[config.mk]
export PLATFORM = sky130hd
export DESIGN_NAME = tone_player
export DESIGN_NICKNAME = d
export VERILOG_FILES = /design/src/rtl/tone_player.sv
export SDC_FILE = /design/constraint.sdc
export NUM_CORES = 1
export LEC_CHECK = 0
export ABC_CLOCK_PERIOD_IN_PS = 3150
export BUFFER_PORTS_ARGS = -buffer_cell sky130_fd_sc_hd__buf_4
export CAP_MARGIN = 0
export CORE_UTILIZATION = 50
export DETAILED_ROUTE_END_ITERATION = 16
export PLACE_DENSITY = 0.65
export SYNTH_ARGS = -nofsm -noshare
export SYNTH_HDL_FRONTEND = slang
export SYNTH_SLANG_ARGS = --single-unit
[constraint.sdc]
create_clock -name sclk -period 3.15 [get_ports sclk]
set_clock_uncertainty 0.05 [all_clocks]
set_input_delay 0.1575 -clock sclk [delete_from_list [all_inputs] [get_ports sclk]]
set_output_delay 0.1575 -clock sclk [all_outputs]
set_load 0.05 [all_outputs]
[src/rtl/tone_player.sv]
// Note sequencer for a piezo buzzer: plays one note or rest per request, then a fixed silent gap.
// All timing advances on rising edges of div_clk_in, which is sampled as data in the sclk domain.
module tone_player #(
   parameter logic [23:0] DUR_UNIT  = 24'd250000,
   parameter logic [7:0]  GAP_UNITS = 8'd1
) (
   input  logic       sclk,
   input  logic       rst_n,
   input  logic       div_clk_in,
   input  logic [2:0] note,
   input  logic [7:0] dur,
   input  logic       note_valid,
   output logic       note_ready,
   input  logic       stop,
   output logic       buzzer_out,
   output logic       busy,
   output logic       done
);

   typedef enum logic [1:0] {StIdle, StPlay, StGap} state_e;

   state_e      state_q, state_d;
   logic        div_prev_q;
   logic [2:0]  note_q, note_d;
   logic [7:0]  dur_q, dur_d;
   logic [23:0] tick_cnt_q, tick_cnt_d;
   logic [7:0]  unit_cnt_q, unit_cnt_d;
   logic [15:0] tone_cnt_q, tone_cnt_d;
   logic        buzz_q, buzz_d;
   logic        zdone_q, zdone_d;
   logic        exit_done;
   logic        tick;
   logic        unit_end;
   logic [15:0] half_m1;

   assign tick     = div_clk_in & ~div_prev_q;
   assign unit_end = tick && (tick_cnt_q == DUR_UNIT - 24'd1);

   always_comb begin
      half_m1 = '0;
      case (note_q)
         3'd1:    half_m1 = 16'd47778 - 16'd1;
         3'd2:    half_m1 = 16'd42566 - 16'd1;
         3'd3:    half_m1 = 16'd37922 - 16'd1;
         3'd4:    half_m1 = 16'd35793 - 16'd1;
         3'd5:    half_m1 = 16'd31888 - 16'd1;
         3'd6:    half_m1 = 16'd28409 - 16'd1;
         3'd7:    half_m1 = 16'd25310 - 16'd1;
         default: half_m1 = '0;
      endcase
   end

   always_comb begin
      state_d    = state_q;
      note_d     = note_q;
      dur_d      = dur_q;
      tick_cnt_d = tick_cnt_q;
      unit_cnt_d = unit_cnt_q;
      tone_cnt_d = tone_cnt_q;
      buzz_d     = buzz_q;
      zdone_d    = 1'b0;
      exit_done  = 1'b0;

      if (stop) begin
         state_d    = StIdle;
         tick_cnt_d = '0;
         unit_cnt_d = '0;
         tone_cnt_d = '0;
         buzz_d     = 1'b0;
      end else begin
         case (state_q)
            StIdle: begin
               if (note_valid) begin
                  note_d     = note;
                  dur_d      = dur;
                  tick_cnt_d = '0;
                  unit_cnt_d = '0;
                  tone_cnt_d = '0;
                  buzz_d     = 1'b0;
                  // A zero-length note completes at once without entering PLAY
                  if (dur == 8'd0) zdone_d = 1'b1;
                  else             state_d = StPlay;
               end
            end
            StPlay: begin
               if (tick) begin
                  if (note_q != 3'd0) begin
                     if (tone_cnt_q == half_m1) begin
                        tone_cnt_d = '0;
                        buzz_d     = ~buzz_q;
                     end else begin
                        tone_cnt_d = tone_cnt_q + 16'd1;
                     end
                  end
                  if (unit_end) begin
                     tick_cnt_d = '0;
                     if (unit_cnt_q == dur_q - 8'd1) begin
                        // Terminal tick: silence the output on the same edge as the exit
                        unit_cnt_d = '0;
                        tone_cnt_d = '0;
                        buzz_d     = 1'b0;
                        if (GAP_UNITS == 8'd0) begin
                           state_d   = StIdle;
                           exit_done = 1'b1;
                        end else begin
                           state_d = StGap;
                        end
                     end else begin
                        unit_cnt_d = unit_cnt_q + 8'd1;
                     end
                  end else begin
                     tick_cnt_d = tick_cnt_q + 24'd1;
                  end
               end
            end
            StGap: begin
               if (tick) begin
                  if (unit_end) begin
                     tick_cnt_d = '0;
                     if (unit_cnt_q == GAP_UNITS - 8'd1) begin
                        unit_cnt_d = '0;
                        state_d    = StIdle;
                        exit_done  = 1'b1;
                     end else begin
                        unit_cnt_d = unit_cnt_q + 8'd1;
                     end
                  end else begin
                     tick_cnt_d = tick_cnt_q + 24'd1;
                  end
               end
            end
            default: state_d = StIdle;
         endcase
      end
   end

   always_ff @(posedge sclk or negedge rst_n) begin
      if (!rst_n) begin
         state_q    <= StIdle;
         div_prev_q <= 1'b1;
         note_q     <= '0;
         dur_q      <= '0;
         tick_cnt_q <= '0;
         unit_cnt_q <= '0;
         tone_cnt_q <= '0;
         buzz_q     <= 1'b0;
         zdone_q    <= 1'b0;
      end else begin
         state_q    <= state_d;
         div_prev_q <= div_clk_in;
         note_q     <= note_d;
         dur_q      <= dur_d;
         tick_cnt_q <= tick_cnt_d;
         unit_cnt_q <= unit_cnt_d;
         tone_cnt_q <= tone_cnt_d;
         buzz_q     <= buzz_d;
         zdone_q    <= zdone_d;
      end
   end

   assign note_ready = (state_q == StIdle) && !stop;
   assign busy       = (state_q != StIdle);
   assign done       = exit_done | zdone_q;
   assign buzzer_out = buzz_q;

endmodule

# Yosys cells after proc, flatten, opt, wreduce, memory -nomap -nowiden
# Index checks and enable logic that the tools add are counted.
# word_totals
register_bits	64
latch_bits	0
mem_bits_rw	0
romBits	0
inputBits	16
output_inout_bits	4
elab_cells	106
memories	0
# classes
add_sub_neg	4
mul	0
div_mod_pow	0
order_cmp	0
eq_ne	21
n_shift	0
n_mux	50
n_bitwise	5
reduce_logical	17
# op_table
cell	n
$mux W16	7
$pmux W16 S7	1
$mux W24	4
$mux W8	8
$pmux W24 S2	1
$pmux W16 S2	1
$add A24 B1 Y24 const B	1
$eq A24 B18 Y1 const B	1
$ne A3 B3 Y1 const B	8
$pmux W8 S3	1
$mux W2	9
$add A16 B1 Y16 const B	1
$eq A16 B16 Y1	1
$logic_not A8 Y1	2
$mux W1	16
$eq A3 B3 Y1 const B	4
$reduce_and A3 Y1	3
$reduce_bool A3 Y1	3
$add A8 B1 Y8 const B	1
$eq A8 B8 Y1	1
$reduce_and A8 Y1	1
$sub A8 B1 Y8 const B	1
$eq A3 B2 Y1 const B	2
$pmux W2 S3	1
other kinds (15)	18

# Longest topological paths before layout
# logic_depth
ltp_word	10
ltp_mapped	11
depth_no_buf	9

# Least setup slack after synthesis
# No wires, ideal clock.
# synth_path
path_type	register to register
startpoint	register state_q[1]
endpoint	register dur_q[0]
setup_ns	0.125
t_arrival_ns	2.435
t_required_ns	2.975
setup_slack_ns	0.540
stages_incl_launch_ff	8
n_path_buf	1
synth_period_minus_slack_ns	2.610
cell_sequence	dfrtp_1 inv_1 ha_1 inv_1 nor2_1 nand2_1 clkbuf_1 mux2_2
# synth_between
elab_chain_len	2
# synth_lines
element	line	source
start, declared	22	state_e state_q, state_d;
start signal, assigned	139	state_q <= StIdle;
start signal, assigned	149	state_q <= state_d;
$logic_not A2 Y1	71	case (state_q)
$reduce_and A3 Y1 (no source line)	--	
end signal, assigned	152	dur_q <= dur_d;
end, declared	25	logic [7:0] dur_q, dur_d;
# No other way between the ends.
# A chain may end at the register's enable or synchronous reset.

# Worst setup path after layout
# layout_path
startpoint	register dur_q[0]
endpoint	register tone_cnt_q[0]
# layout_between
elab_chain_len	7
# layout_lines
element	line	source
$sub A8 B1 Y8	97	if (unit_cnt_q == dur_q - 8'd1) begin
$eq A8 B8 Y1	97	
$mux W16	97	
$mux W16	95	if (unit_end) begin
$mux W16	86	if (tick) begin
$pmux W16 S2	71	
$mux W16	64	if (stop) begin
end signal, assigned	155	tone_cnt_q <= tone_cnt_d;
end, declared	28	logic [15:0] tone_cnt_q, tone_cnt_d;
# No other way between the ends. The select of a mux whose other input is x is not followed.

==> flow_metrics.env <==
export IMPL_clock_latency_ns=0.35
export IMPL_grt_pass1_wl_um=17800
export IMPL_place_gp_congestion=0.895
export IMPL_ys_seq_area_share_pct=36.8
export IMPL_cts_resized=0
export IMPL_grtUsageMet3_pct=5.66
export IMPL_ys_warn_count=0
export IMPL_fp_dieW_um=95.3
export IMPL_comb_power_share_pct=44.4
export IMPL_p_sw_mw=1.42
export IMPL_crit_path_end_kind="flip-flop"
export IMPL_fin_cells=643
export IMPL_vias=3892
export IMPL_rrSetupSlack_ns=0.39
export IMPL_clk_pin_slew_ns=0.07
export IMPL_synthesis_area_um2=4350
export IMPL_drive_above_1_share_pct=13.8
export IMPL_finalHoldViolations=0
export IMPL_area_delta_synth_final_pct=12.7
export IMPL_hp_class="in -> reg"
export IMPL_top_usage_layer="met2"
export IMPL_ys_seq_elements=64
export IMPL_synth_common_cells="dfrtp_1 (63), nand2_1 (53), o21ai_0 (49)"
export IMPL_min_period_over_period_pct=87.7
export IMPL_htree_num_levels=3
export IMPL_cts_sinks=64
export IMPL_regToRegStartpoint="dur_q[0]$_DFFE_PN0P_"
export IMPL_cts_buffer_depth=2
export IMPL_slew_headroom_pct=32.4
export IMPL_grtUsageMet1_pct=34.7
export IMPL_powerDensity_nw_per_um2=691
export IMPL_tritoncts="yes"
export IMPL_cap_violations=0
export IMPL_whs_path_depth=2
export IMPL_setup_tns_ns=0
export IMPL_p_clk_share_pct=21.8
export IMPL_rr_endpoint="tone_cnt_q[0]$_DFFE_PN0P_"
export IMPL_rows=33
export IMPL_ant_nets=0
export IMPL_wl_um=10400
export IMPL_swShare_pct=42.0
export IMPL_cts_made_buffers=9
export IMPL_hp_start="note_valid"
export IMPL_rsz0062_at_grt="no"
export IMPL_hold_end="zdone_q$_DFF_PN0_"
export IMPL_diodes=0
export IMPL_yosysMostFrequentCell="dfrtp_1"
export IMPL_die_h_um=95.3
export IMPL_grt_antenna_before_repair=0
export IMPL_ff2ff_path_depth=10
export IMPL_period_minus_slack_ns=2.76
export IMPL_ios=20
export IMPL_drt_iter0_markers=198
export IMPL_place_ws_ns=0.452
export IMPL_crit_path_top_delay_cell="dfrtp_1"
export IMPL_dp_cells=614
export IMPL_syn_avg_cell_area_um2=8.55
export IMPL_whs_ns=0.0447
export IMPL_p_total_mw=3.39
export IMPL_worst_setup_path_type="reg -> reg"
export IMPL_drtPass1Iterations=5
export IMPL_drc=0
export IMPL_cp_start_kind="flip-flop"
export IMPL_dp_hpwl_um=6950
export IMPL_p_int_mw=1.96
export IMPL_grt_max_degree=65
export IMPL_start_util_pct=52.4
export IMPL_report_final_setup_viol=0
export IMPL_sequentialPowerShare_pct=33.7
export IMPL_fin_area_um2=4910
export IMPL_nNetsFinal=558
export IMPL_ir_drop_mv=0.427
export IMPL_worst_path_max_fanout=26
export IMPL_synthTopCellsByArea="dfrtp_1 (36%), o21ai_0 (5.6%), nand2_1 (4.6%)"
export IMPL_root_buffer="clkbuf_8"
export IMPL_finish_utilization_pct=59.1
export IMPL_synth_cell_types=72
export IMPL_numPortBuffers=19
export IMPL_routed_via_density=6.05
export IMPL_finalWorstSetupSlack_ns=0.388
export IMPL_synthCells=509
export IMPL_postCtsHoldBufs=13
export IMPL_fmax_mhz=362
export IMPL_dieArea_um2=9080
export IMPL_grt_ovfl_total=0
export IMPL_synth_enable_flop_cells=0
export IMPL_post_cts_repair_setup_buffers=0
export IMPL_placed_area_um2=4580
export IMPL_async_flop_share_pct=100
export IMPL_total_leakage_power_nw=1.99
export IMPL_synth_top_area_share_pct=36.2
export IMPL_use_met2_pct=38.8
export IMPL_grtUsageTotal_pct=25.3
export IMPL_drv_slew=0
export IMPL_wl_per_cell_um=16.2
export IMPL_max_slew_worst_pin_slew_ns=1.01
export IMPL_grt_pass1_vias=3642
export IMPL_syn_nets=534
export IMPL_cpPeakStageDelay_ns=0.46
export IMPL_cp_required_ns=3.33
export IMPL_core_um2=8300
export IMPL_cp_arrival_ns=2.94
export IMPL_status="finished clean"
export IMPL_cp_cell_sequence="inv_1 > ha_1 > nor3b_1 > a41o_1 > o2111ai_1 > a2111oi_4 > a21oi_4 > buf_4 > a31oi_1 > a21oi_1"
export IMPL_yosysTopAreaCell="dfrtp_1"
export IMPL_yosys_most_used_dff="dfrtp_1"
[cell usage in the layout (no fill, tap or decap), drive strengths merged, types with 3 or more instances in the layout]
cell,count
dfrtp,63
nand2,54
o21ai,51
nor2,36
buf,32
a21oi,20
nand3,19
nor2b,15
nor4,15
nor3,14
a31oi,14
inv,14
dlygate4sd3,13
mux2,13
clkbuf,13
nand2b,12
nand4,12
and3,11
xnor2,9
ha,9
a22o,8
o31ai,8
nor3b,7
nand3b,6
mux2i,5
xor2,5
o211ai,5
or3,4
a21o,3
nand4b,3
a21boi,3
o311ai,3
a2111oi,3
[state kept, by name, indices dropped and copies added (netlist names)]
register and flops:
tick_cnt_q 24, note_q 3, buzzer_out 1, unit_cnt_q 8, state_q 2, dur_q 8
div_prev_q 1, tone_cnt_q 16, zdone_q 1
[area by class of cell]
type / instances / area (um^2)
Fill cell: 752 / 3390
Clock buffer: 13 / 159
Multi-Input combinational cell: 399 / 2550
Sequential cell: 64 / 1600
Clock inverter: 3 / 40.0
Tap cell: 105 / 131
Timing Repair Buffer: 45 / 370
Inverter: 14 / 52.6
[layer usage]
metal | vias up | wire length (um)
li1 | 1920 | -
met1 | 1880 | 5000
met2 | 74 | 4830
met3 | 18 | 394
met4 | 0 | 212
met5 | - | 0
[worst max-delay path: cells and delay by family, from the launching register on]
kind,cells,cell delay [ns]
flip-flops,1,0.46
AND/OR/NAND/NOR,1,0.30
adder cells (fa/ha/maj),1,0.21
AO/OA/AOI/OAI,6,1.31
buffers and inverters,2,0.32
[power groups by stage]
stage	clock (mW)	combinational [mW]	sequential, mW
after detailed placement	0	1.48	1.15
after floorplan	0	1.27	1.03
after global placement	0	1.46	1.15
final	0.740	1.51	1.14
after global routing	0.790	1.68	1.17
after CTS	0.758	1.50	1.14
[kinds of logic after synthesis]
| logic type | share of synthesized area [%] |
|---|---|
| compound gates | 21.4 |
| xor+xnor | 2.82 |
| fa+ha+maj | 2.82 |
| buf+inv | 4.72 |
| flops | 36.8 |
| mux | 4.60 |
| simple gates | 26.8 |
[how the worst max path moves through the flow]
stage	startpoint	to	slack, ns	cells past startpoint
5_1_grt	dur_q[0]$_DFFE_PN0P_	tone_cnt_q[1]$_DFFE_PN0P_	0.13	10
3_5_place_dp	dur_q[0]$_DFFE_PN0P_	tone_cnt_q[0]$_DFFE_PN0P_	0.45	10
3_3_place_gp	note_q[2]$_DFFE_PN0P_	tone_cnt_q[14]$_DFFE_PN0P_	0.55	9
4_1_cts	dur_q[0]$_DFFE_PN0P_	tone_cnt_q[1]$_DFFE_PN0P_	0.44	10
6_report	dur_q[0]$_DFFE_PN0P_	tone_cnt_q[0]$_DFFE_PN0P_	0.39	10
2_1_floorplan	state_q[1]$_DFFE_PN0P_	dur_q[0]$_DFFE_PN0P_	0.54	7
Note: power is estimated with default switching activity, not from simulation.
